--- src/rtl/mux2_stream_arbiter_if.sv ---
// Stream bundle between two sources, the arbiter and the downstream 2:1 mux.
// Handshake: a beat moves on a channel at the rising edge where valid && ready; a source holds data/last stable while valid is high and ready is low.
interface mux2_stream_arbiter_if #(
  parameter int W = 8
);
  logic [W-1:0] in0_data;
  logic         in0_valid;
  logic         in0_last;
  logic         in0_ready;
  logic [W-1:0] in1_data;
  logic         in1_valid;
  logic         in1_last;
  logic         in1_ready;
  logic [W-1:0] out_data;
  logic         out_valid;
  logic         out_last;
  logic         out_sel;
  logic         out_ready;

  modport slave (
    input  in0_data, in0_valid, in0_last,
    output in0_ready,
    input  in1_data, in1_valid, in1_last,
    output in1_ready,
    output out_data, out_valid, out_last, out_sel,
    input  out_ready
  );

  modport master (
    output in0_data, in0_valid, in0_last,
    input  in0_ready,
    output in1_data, in1_valid, in1_last,
    input  in1_ready,
    input  out_data, out_valid, out_last, out_sel,
    output out_ready
  );
endinterface

--- src/rtl/mux2_stream_arbiter.sv ---
// Two-input round-robin packet arbiter with a single output register.
// Grant is held for a whole packet; out_sel drives the downstream 2:1 mux select.
module mux2_stream_arbiter #(
  parameter int W = 8
) (
  input  logic                  clk,
  input  logic                  rst,
  mux2_stream_arbiter_if.slave  bus,
  output logic [1:0]            o_dbg_state,
  output logic                  o_dbg_prio
);
  typedef enum logic [1:0] {
    IDLE  = 2'd0,
    LOCK0 = 2'd1,
    LOCK1 = 2'd2
  } state_t;

  state_t       r_state;
  state_t       w_next_state;
  logic         r_prio;
  logic         w_next_prio;
  logic [W-1:0] r_out_data;
  logic         r_out_valid;
  logic         r_out_last;
  logic         r_out_sel;

  logic         w_load_en;
  logic         w_grant_vld;
  logic         w_grant;
  logic         w_rdy0;
  logic         w_rdy1;
  logic         w_xfer0;
  logic         w_xfer1;
  logic         w_xfer;
  logic         w_sel;
  logic         w_last;
  logic [W-1:0] w_data;

  assign w_load_en = !r_out_valid || bus.out_ready;

  always_comb begin
    w_grant_vld = 1'b0;
    w_grant     = 1'b0;
    w_rdy0      = 1'b0;
    w_rdy1      = 1'b0;
    case (r_state)
      IDLE: begin
        // Contention goes to the channel that was not served last.
        if (bus.in0_valid && bus.in1_valid) begin
          w_grant_vld = 1'b1;
          w_grant     = !r_prio;
        end else if (bus.in0_valid) begin
          w_grant_vld = 1'b1;
          w_grant     = 1'b0;
        end else if (bus.in1_valid) begin
          w_grant_vld = 1'b1;
          w_grant     = 1'b1;
        end
        w_rdy0 = w_load_en && w_grant_vld && !w_grant;
        w_rdy1 = w_load_en && w_grant_vld && w_grant;
      end
      LOCK0:   w_rdy0 = w_load_en;
      LOCK1:   w_rdy1 = w_load_en;
      default: ;
    endcase
  end

  assign w_xfer0 = bus.in0_valid && w_rdy0;
  assign w_xfer1 = bus.in1_valid && w_rdy1;
  assign w_xfer  = w_xfer0 || w_xfer1;
  assign w_sel   = w_xfer1;
  assign w_last  = w_xfer1 ? bus.in1_last : bus.in0_last;
  assign w_data  = w_xfer1 ? bus.in1_data : bus.in0_data;

  always_comb begin
    w_next_state = r_state;
    w_next_prio  = r_prio;
    if (r_state != IDLE && r_state != LOCK0 && r_state != LOCK1) begin
      w_next_state = IDLE;
    end else if (w_xfer) begin
      // Only the locked channel can transfer while locked, so one rule covers IDLE and LOCKx.
      if (w_last) begin
        w_next_state = IDLE;
        w_next_prio  = w_sel;
      end else begin
        w_next_state = w_sel ? LOCK1 : LOCK0;
      end
    end
  end

  always_ff @(posedge clk) begin
    if (rst) begin
      r_state     <= IDLE;
      r_prio      <= 1'b1;
      r_out_data  <= '0;
      r_out_valid <= 1'b0;
      r_out_last  <= 1'b0;
      r_out_sel   <= 1'b0;
    end else begin
      r_state <= w_next_state;
      r_prio  <= w_next_prio;
      if (w_xfer) begin
        r_out_data  <= w_data;
        r_out_last  <= w_last;
        r_out_sel   <= w_sel;
        r_out_valid <= 1'b1;
      end else if (bus.out_ready && r_out_valid) begin
        r_out_valid <= 1'b0;
      end
    end
  end

  assign bus.in0_ready = w_rdy0;
  assign bus.in1_ready = w_rdy1;
  assign bus.out_data  = r_out_data;
  assign bus.out_valid = r_out_valid;
  assign bus.out_last  = r_out_last;
  assign bus.out_sel   = r_out_sel;
  assign o_dbg_state   = r_state;
  assign o_dbg_prio    = r_prio;
endmodule

--- src/flat_wrapper.sv ---
// flat-port wrapper written by rule: the top's interface ports become plain ports
module mux2_stream_arbiter_flat 
#(
  parameter int W = 8
)
  (clk, rst, o_dbg_state, o_dbg_prio, bus_in0_data, bus_in0_valid, bus_in0_last, bus_in0_ready, bus_in1_data, bus_in1_valid, bus_in1_last, bus_in1_ready, bus_out_data, bus_out_valid, bus_out_last, bus_out_sel, bus_out_ready);
  mux2_stream_arbiter_if #(.W(W)) bus_i ();
  input  logic clk;
  input  logic rst;
  output logic [1:0] o_dbg_state;
  output logic o_dbg_prio;
  input wire logic [$bits(bus_i.in0_data)-1:0] bus_in0_data;
  input wire logic [$bits(bus_i.in0_valid)-1:0] bus_in0_valid;
  input wire logic [$bits(bus_i.in0_last)-1:0] bus_in0_last;
  output wire logic [$bits(bus_i.in0_ready)-1:0] bus_in0_ready;
  input wire logic [$bits(bus_i.in1_data)-1:0] bus_in1_data;
  input wire logic [$bits(bus_i.in1_valid)-1:0] bus_in1_valid;
  input wire logic [$bits(bus_i.in1_last)-1:0] bus_in1_last;
  output wire logic [$bits(bus_i.in1_ready)-1:0] bus_in1_ready;
  output wire logic [$bits(bus_i.out_data)-1:0] bus_out_data;
  output wire logic [$bits(bus_i.out_valid)-1:0] bus_out_valid;
  output wire logic [$bits(bus_i.out_last)-1:0] bus_out_last;
  output wire logic [$bits(bus_i.out_sel)-1:0] bus_out_sel;
  input wire logic [$bits(bus_i.out_ready)-1:0] bus_out_ready;
  assign bus_i.in0_data = bus_in0_data;
  assign bus_i.in0_valid = bus_in0_valid;
  assign bus_i.in0_last = bus_in0_last;
  assign bus_in0_ready = bus_i.in0_ready;
  assign bus_i.in1_data = bus_in1_data;
  assign bus_i.in1_valid = bus_in1_valid;
  assign bus_i.in1_last = bus_in1_last;
  assign bus_in1_ready = bus_i.in1_ready;
  assign bus_out_data = bus_i.out_data;
  assign bus_out_valid = bus_i.out_valid;
  assign bus_out_last = bus_i.out_last;
  assign bus_out_sel = bus_i.out_sel;
  assign bus_i.out_ready = bus_out_ready;
  mux2_stream_arbiter #(.W(W)) u_core (.clk(clk), .rst(rst), .bus(bus_i), .o_dbg_state(o_dbg_state), .o_dbg_prio(o_dbg_prio));
endmodule
--- config.mk ---
export PLATFORM = sky130hd
export DESIGN_NAME = mux2_stream_arbiter_flat
export DESIGN_NICKNAME = d
export VERILOG_FILES = /design/src/rtl/mux2_stream_arbiter_if.sv /design/src/rtl/mux2_stream_arbiter.sv /design/src/flat_wrapper.sv
export SDC_FILE = /design/constraint.sdc
export NUM_CORES = 1
export LEC_CHECK = 0
export ABC_AREA = 0
export CAP_MARGIN = 20
export CORE_UTILIZATION = 35
export CTS_CLUSTER_DIAMETER = 120
export DETAILED_ROUTE_END_ITERATION = 7
export PLACE_DENSITY = 0.73
export SETUP_SLACK_MARGIN = 0.15
export SLEW_MARGIN = 10
export SYNTH_ARGS = -nofsm -noshare
export SYNTH_HDL_FRONTEND = slang
export SYNTH_SLANG_ARGS = --single-unit
--- constraint.sdc ---
create_clock -name clk -period 4.3 [get_ports clk]
set_clock_uncertainty 0.1 [all_clocks]
set_input_delay 0.86 -clock clk [delete_from_list [all_inputs] [get_ports clk]]
set_output_delay 0.86 -clock clk [all_outputs]
set_load 0.05 [all_outputs]
# Yosys cells after proc, flatten, opt, wreduce, memory -nomap -nowiden
# Index checks and enable logic that the tools add are counted.
[totals]
reg_bits = 14
input_bits = 23
output_inout_bits = 16
elab_cells = 45
[op_classes]
n_eq_ne = 4
muxes = 15
bitwise = 1
n_reduce_logical = 19
[ops]
columns = ["cell", "n"]
rows = [
  ["1-bit 2-to-1 mux", 10],
  ["1-bit logical AND", 9],
  ["8-bit 2-to-1 mux", 1],
  ["2-bit 2-to-1 mux", 2],
  ["1-bit case mux with 2 select lines", 2],
  ["2-bit nonzero test", 2],
  ["1-bit zero test", 3],
  ["3-bit AND reduction", 1],
  ["2-bit by 1-bit == test with 1-bit output (second input constant)", 1],
  ["2-bit == test (second input constant)", 1],
  ["2-bit zero test", 1],
  ["1-bit logical OR", 2],
  ["2-bit by 1-bit inequality test with 1-bit output (second input constant)", 1],
  ["2-bit inequality test (second input constant)", 1],
  ["2-bit OR reduction", 1],
  ["1-bit inverter", 1],
]

# Logic depth before layout (Yosys ltp)
# Gate-level depths: netlist of the first run.
[logic_depth]
depth_word = 10
ltp_mapped = 5
ltp_nobuf = 4

# Least setup slack after synthesis of the first run
# No wires, ideal clock.
[synth_timing]
path_kind = "input to output"
from = "in bus_in1_valid"
to = "out bus_in0_ready"
arrival_ps = 2064
required_ps = 3340
path_slack_ps = 1276
path_stages = 3
n_path_buf = 0
path_cell_list = "nand2b_1 > a21oi_1 > nor3_1"
[synth_via]
elab_chain_cells = 7
word_cells_on_any_way = 12
classes_between = "8 x mux; 4 x reduce/logical"
[synth_lines]
columns = ["element", "line_no", "rtl"]
rows = [
  ["start: declaration", "flat_wrapper.sv:17", "input wire logic [$bits(bus_i.in1_valid)-1:0] bus_in1_valid;"],
  ["1-bit 2-to-1 mux", "mux2_stream_arbiter.sv:55", "end else if (bus.in1_valid) begin"],
  ["1-bit 2-to-1 mux", "mux2_stream_arbiter.sv:52", "end else if (bus.in0_valid) begin"],
  ["1-bit 2-to-1 mux", "mux2_stream_arbiter.sv:49", "if (bus.in0_valid && bus.in1_valid) begin"],
  ["1-bit 2-to-1 mux", "mux2_stream_arbiter.sv:46", "case (r_state)"],
  ["1-bit logical AND / 1-bit zero test (equally long branches)", "mux2_stream_arbiter.sv:59", "w_rdy0 = w_load_en && w_grant_vld && !w_grant;"],
  ["1-bit logical AND *", "mux2_stream_arbiter.sv:59", ""],
  ["1-bit case mux with 2 select lines *", "mux2_stream_arbiter.sv:46", ""],
  ["end: declaration", "flat_wrapper.sv:15", "output wire logic [$bits(bus_i.in0_ready)-1:0] bus_in0_ready;"],
]
# Every way passes the cells marked *; elsewhere a longest branch is shown, timed or not. The select of a mux whose other input is x is not followed.

# Worst setup path after layout of the first run
# Ends and elaborated chain as after synthesis.

==> flow_summary.ini, run 1 <==
[yosys]
synth-xor-area-share = 0
yosys_register_bits = 14
avgSynthCellArea_um2 = 9.259
yosys_warns = 0
synth-compound-area-share = 0.3007
syn_area_um2 = 740.7
synth_top_cells_by_count = 17 x nand2_1, 14 x dfxtp_1, 10 x nor2_1
synth_cell_type_count = 26
synth_top_area_share = 0.3784
ys_dominant_reg_cell = dfxtp_1
synth_top_cells_by_area = dfxtp_1 38%, a311oi_2 14%, nand2_1 8.6%
synthCells = 80
netlist.top_cell.by_area = dfxtp_1
synth_top_family_by_area = compound AO/OA/AOI/OAI gates
yosysSeqAreaShare = 0.3784
synth_area_in_adders = 0
synth.most_common_cell = nand2_1
postSynth.asyncResetShare = 0
synth_fp_nets = 103
synth.mux.area_fraction = 0.01351
number_of_enable_type_register_cells_in_the_synthesized_netlist = 0
synth_area_in_simple_gates = 0.2618

[timing]
min_period_over_period = 0.8220
fmax_mhz = 282.9
period_minus_slack_ns = 3.534
hold_violations_final = 0
worst_slew_margin_rel = 0.5340
rsz0062_at_grt = false
final_max_slew_viol_count = 0
totalNegativeSetupSlack_ns = 0
final-setup-viol-count = 0
worstMarginPinSlew_ns = 0.6977

[cts]
cts-buffers-inserted = 3
worst_setup_hold_path_clk_slew_ns = 0.09
cts.repair.resized = 0
h-tree-depth = 1
postCtsSetupBuffers = 0
clock_tree_from_tritoncts = built
root_buffer_master = clkbuf_4
cts_hold_buf = 0
clkLatencyLatePin_ns = 0.28
clock_sink_count = 14
cts.path.max_buffers = 2

[flow_run]
cap_violations = 0

[cells_and_area]
area_delta_synth_final_pct = 56.25
final_nets = 142
layout-drive-gt1-share = 0.1525
antenna_cells_inserted = 0
layout.cell_area.non_filler_um2 = 1157

[place]
io_buffer_count = 38
dp_hpwl_um = 1417
gp_congestion = 0.8345
post_dp_cell_area_um2 = 1121

[grt]
grt_pass1_vias = 600
grt_max_degree = 17
gr-usage-all-layers = 0.1640
grt_pass1_wl_um = 2587
grt_antenna_before_repair = 0
grt-ovfl-total = 0

[detailed_routing]
ant_nets = 0
post_drt_wl_per_cell_um = 12.66
detailedRoute.firstPassIterationCount = 4
routed-via-count = 732
detailedRoute.firstIterationViolations = 37
drcViolationCount = 0
dr_vias_cell = 5.048
route.final.wire_length_um = 1835

[floorplanning]
io_pins = 39
initial_core_util = 0.3737
die_w_um = 48.01
chipHeight_um = 48.01
design.die.area_um2 = 2304
rows = 16
core_um2 = 1982

[power_and_ir_drop]
p_leak_nw = 0.4292
design_power_total_uw = 420.6
pwr-share-clk = 0.221
p_per_area_nw_per_um2 = 363.4
cellInternalPower_uw = 264.8
share_comb_of_total_power = 0.414
power_switching_share = 0.3704
worst_ir_drop_vdd_uv = 218.4
switchingPower_uw = 155.8
power_frac_seq = 0.366

[critical_path]
reg2reg_from = u_core.o_dbg_state[1]
cp_capture_type = primary output
critical_path.max_fanout = 3
worst_setup_sp_type = input port
critical_path.max_stage_delay_ns = 0.84
critical_path_required_ns = 3.34
worst_path_cell_trace = clkdlybuf4s50_1 > nand2b_1 > a21oi_1 > nor3_1 > clkdlybuf4s50_1
r2r_end = u_core.bus.out_data[0]
arrival_time_of_data_at_the_critical_path_endpoint_ns = 2.57
critical_path.slowest_cell = clkdlybuf4s50_1
cpMostUsedCell = clkdlybuf4s50_1
r2r_slack_ns = 2.51
worst_r2r_path_depth = 4
setup_cp_type = in2out

[hold_path]
min-delay-path-class = reg2reg
hold_path_startpoint = u_core.bus.out_data[7]
whs_endpoint = u_core.bus.out_data[7]
whs_path_depth = 2

[run_status]
run_status = finished clean
## power by group through the flow
stage | clock network (mW) | logic (mW) | registers [mW]
after floorplan | 0 | 0.0683 | 0.205
after global placement | 0 | 0.172 | 0.157
after detailed placement | 0 | 0.175 | 0.157
after CTS | 0.0961 | 0.175 | 0.154
after global routing | 0.102 | 0.185 | 0.156
final | 0.0928 | 0.174 | 0.154
## kinds of logic after synthesis
group                  Yosys count
buffers and inverters            4
multiplexers                     1
AND/OR/NAND/NOR                 38
AO/OA/AOI/OAI                   23
flip-flops                      14
## cells in the final DEF (no fill, tap or decap), types with 2 or more instances in the layout
cell,synthesis,layout
nor3_1,2,2
o21ai_0,3,3
a21oi_1,5,5
nand2b_1,2,2
nand2b_4,2,2
nand2_1,17,17
nor2_1,10,10
clkdlybuf4s50_1,0,38
dfxtp_1,14,14
a311oi_2,7,7
clkbuf_4,0,3
## worst max-delay path by stage
stage                        startpoint            end  slack, ns  cells past startpoint
after CTS                 bus_in1_valid  bus_in0_ready       0.78                      5
after detailed placement  bus_in1_valid  bus_in0_ready       0.77                      5
after global routing      bus_in1_valid  bus_in0_ready       0.73                      5
after floorplan           bus_in1_valid  bus_in0_ready       1.28                      3
final                     bus_in1_valid  bus_in0_ready       0.77                      5
after global placement    bus_in1_valid  bus_in0_ready       0.86                      5
## registers in the layout, summed over array words and instances, names as in the netlist
register and flops:
u_core.bus.out_data 8, u_core.bus.out_last 1, u_core.bus.out_sel 1, u_core.bus.out_valid 1, u_core.o_dbg_prio 1, u_core.o_dbg_state 2
## cell type report
cell class                 instances  area (µm²)
tap                               27       33.78
multi-input combinational         62       426.7
timing repair buffer              38       380.4
clock buffer                       4       36.28
fill                             174       824.5
sequential                        14       280.3
## worst max-delay path, delay by kind of cell
family                 cells  cell delay, ns
AO/OA/AOI/OAI              1            0.07
buffers and inverters      2            1.34
AND/OR/NAND/NOR            2            0.29
## metrics by stage
step | hold slack (ns) | setup slack [ns] | instances | util
detailed placement | 0.3880 | 0.7688 | 141 | 0.5657
global route | 0.4336 | 0.7287 | 145 | 0.5840
CTS | 0.4081 | 0.7797 | 145 | 0.5840
floorplan | 0.6050 | 1.276 | 80 | -
finish | 0.4065 | 0.7656 | 145 | 0.5840
global placement | 0.3686 | 0.8587 | 141 | 0.5657
## per-layer routing
layer,global-route usage,vias to the layer above,part of all wire
met3,0.04528,2,0.041
li1,-,365,-
met5,0,-,0
met1,0.2072,346,0.43
met4,0.05556,0,0.010
met2,0.2676,19,0.52
Power figures use the tool's default switching activity.
==> inputs of run 2 (changes only) <==
- clock period: 4.3 -> 3.5 ns (I/O delays scaled with it)
==> results of run 2 <==
The final DEF is identical to that of run 1. Status: finished clean.
Main changes from that run: final weighted congestion in routability-driven placement 0.8345 -> 0.8346; setup slack after placement 0.7688 ns -> 0.2888 ns; setup slack after layout 0.7656 ns -> 0.2856 ns; register-to-register setup slack 2.51 ns -> 1.71 ns; total power 0.4206 mW -> 0.5168 mW; worst IR drop on VDD 218.4 µV -> 268.4 µV
==> inputs of run 3 (changes only) <==
- CORE_ASPECT_RATIO: unset -> 0.75
==> run 3 against run 2 <==
Setup slack improved by 0.028 ns. Critical endpoint unchanged. Sequential share of layout area rose by 0.079 points. Largest cell class unchanged. Cell area fell by 0.32%.
==> flow_summary.ini, run 3 (synthesized netlist as in run 1, its figures left out) <==
[floorplanning]
die_w_um = 55.12
rows = 14
initial_core_util = 0.3709
core_um2 = 1997
design.die.area_um2 = 2306
io_pins = 39
chipHeight_um = 41.84

[detailed_routing]
drcViolationCount = 0
ant_nets = 0
dr_vias_cell = 5.148
met1_wirelength_um = 845
routed-via-count = 731
met2_length_um = 911
highest_layer = met3
detailedRoute.firstIterationViolations = 10
detailedRoute.firstPassIterationCount = 4
route.final.wire_length_um = 1858
post_drt_wl_per_cell_um = 13.08
met3RoutedLength_um = 102

[cells_and_area]
area_delta_synth_final_pct = 55.74
final_common_cell = clkdlybuf4s50_1
antenna_cells_inserted = 0
final_nets = 142
num-fill-cells = 197
layout-drive-gt1-share = 0.1525
largest_register_ffs = 8
mostFrequentLayoutCells = 38 x clkdlybuf4s50_1, 17 x nand2_1, 14 x dfxtp_1
stdcell_count = 142

[timing]
hold_violations_final = 0
period_minus_slack_ns = 3.186
worstMarginPinSlew_ns = 0.7628
rsz0062_at_grt = false
worst_slew_margin_rel = 0.4906
min_period_over_period = 0.9104
final-setup-viol-count = 0
final_max_slew_viol_count = 0
totalNegativeSetupSlack_ns = 0
fmax_mhz = 313.8

[hold_path]
whs_path_depth = 2
hold_path_startpoint = u_core.bus.out_data[7]
min-delay-path-class = reg2reg
whs_endpoint = u_core.bus.out_data[7]

[cts]
h-tree-depth = 1
cts.repair.resized = 0
cts_hold_buf = 0
root_buffer_master = clkbuf_4
cts-buffers-inserted = 3
worst_setup_hold_path_clk_slew_ns = 0.09
clkLatencyLatePin_ns = 0.28
clock_sink_count = 14
clock_tree_from_tritoncts = built
postCtsSetupBuffers = 0
cts.path.max_buffers = 2

[power_and_ir_drop]
design_power_total_uw = 521.3
worst_ir_drop_vdd_uv = 327.6
p_per_area_nw_per_um2 = 451.9
p_leak_nw = 0.4292

[critical_path]
critical_path_buf_inv_count = 2
worst_setup_sp_type = input port
critical_path.slowest_cell = clkdlybuf4s50_1
r2r_end = u_core.bus.out_data[4]
cp_top_family = buffers and inverters
reg2reg_from = u_core.o_dbg_state[0]
setup_cp_type = in2out
r2r_slack_ns = 1.59
setup.worst_path.start = bus_in1_valid
critical_path_required_ns = 2.70
critical_path_depth = 5
cpMostUsedCell = clkdlybuf4s50_1
cp_capture_type = primary output
arrival_time_of_data_at_the_critical_path_endpoint_ns = 2.39
critical_path.max_fanout = 3
worst_r2r_path_depth = 4
worst_path_cell_trace = clkdlybuf4s50_1 > nand2b_1 > a21oi_1 > nor3_1 > clkdlybuf4s50_1
critical_path.max_stage_delay_ns = 0.83

[flow_run]
cap_violations = 0

[grt]
grt_max_degree = 17
grt_antenna_before_repair = 0
grt_pass1_wl_um = 3077
gr-usage-all-layers = 0.1848
grt-ovfl-total = 0
grt_pass1_vias = 726

[place]
gp_congestion = 0.7248
io_buffer_count = 38
dp_hpwl_um = 1335
dp_cells = 138

[run_status]
run_status = finished clean
-- run 3: cell counts in the layout (fill, tap and decap cells not counted) --
No cell type changed its count.
-- run 3: worst max path at each step --
stage                          endpoint  slack (ns)
after global routing      bus_in0_ready        0.18
after floorplan           bus_in0_ready        0.67
after detailed placement  bus_in0_ready        0.33
after CTS                 bus_in0_ready        0.32
final                     bus_in0_ready        0.31
after global placement    bus_in0_ready        0.38
-- run 3: layout make-up --
class | instances | area (µm²) | share of cell area
timing repair buffer | 38 | 380.4 | 0.3297
sequential | 14 | 280.3 | 0.2429
clock buffer | 4 | 36.28 | 0.03145
tap | 24 | 30.03 | 0.02603
multi-input combinational | 62 | 426.7 | 0.3698
-- run 3: worst min-delay path: stages (launching register included) --
cell and delay [ns]:
dfxtp_1 0.32, nor2_1 0.09, a311oi_1 0.05
-- run 3: through the flow --
stage	area, µm²	hold WS [ns]	util	worst slack (ns)
floorplan	740.7	0.6050	-	0.6697
global placement	1117	0.3825	0.5595	0.3822
detailed placement	1117	0.3867	0.5595	0.3281
CTS	1154	0.4123	0.5777	0.3232
global route	1154	0.4248	0.5777	0.1824
finish	1154	0.4034	0.5777	0.3135
-- run 3: where the power goes --
group / switching [mW] / internal [mW] / leakage, nW / total [mW]
sequential: 0.0130 / 0.177 / 0.116 / 0.190
combinational: 0.130 / 0.0854 / 0.292 / 0.215
clock: 0.0528 / 0.0633 / 0.0210 / 0.116
total: 0.196 / 0.325 / 0.429 / 0.521
-- run 3: routing by layer --
layer  GRT usage  up-vias
li1            -      367
met1      0.2315      341
met2      0.2892       23
met3     0.06960        0
met4     0.05500        0
met5           0        -
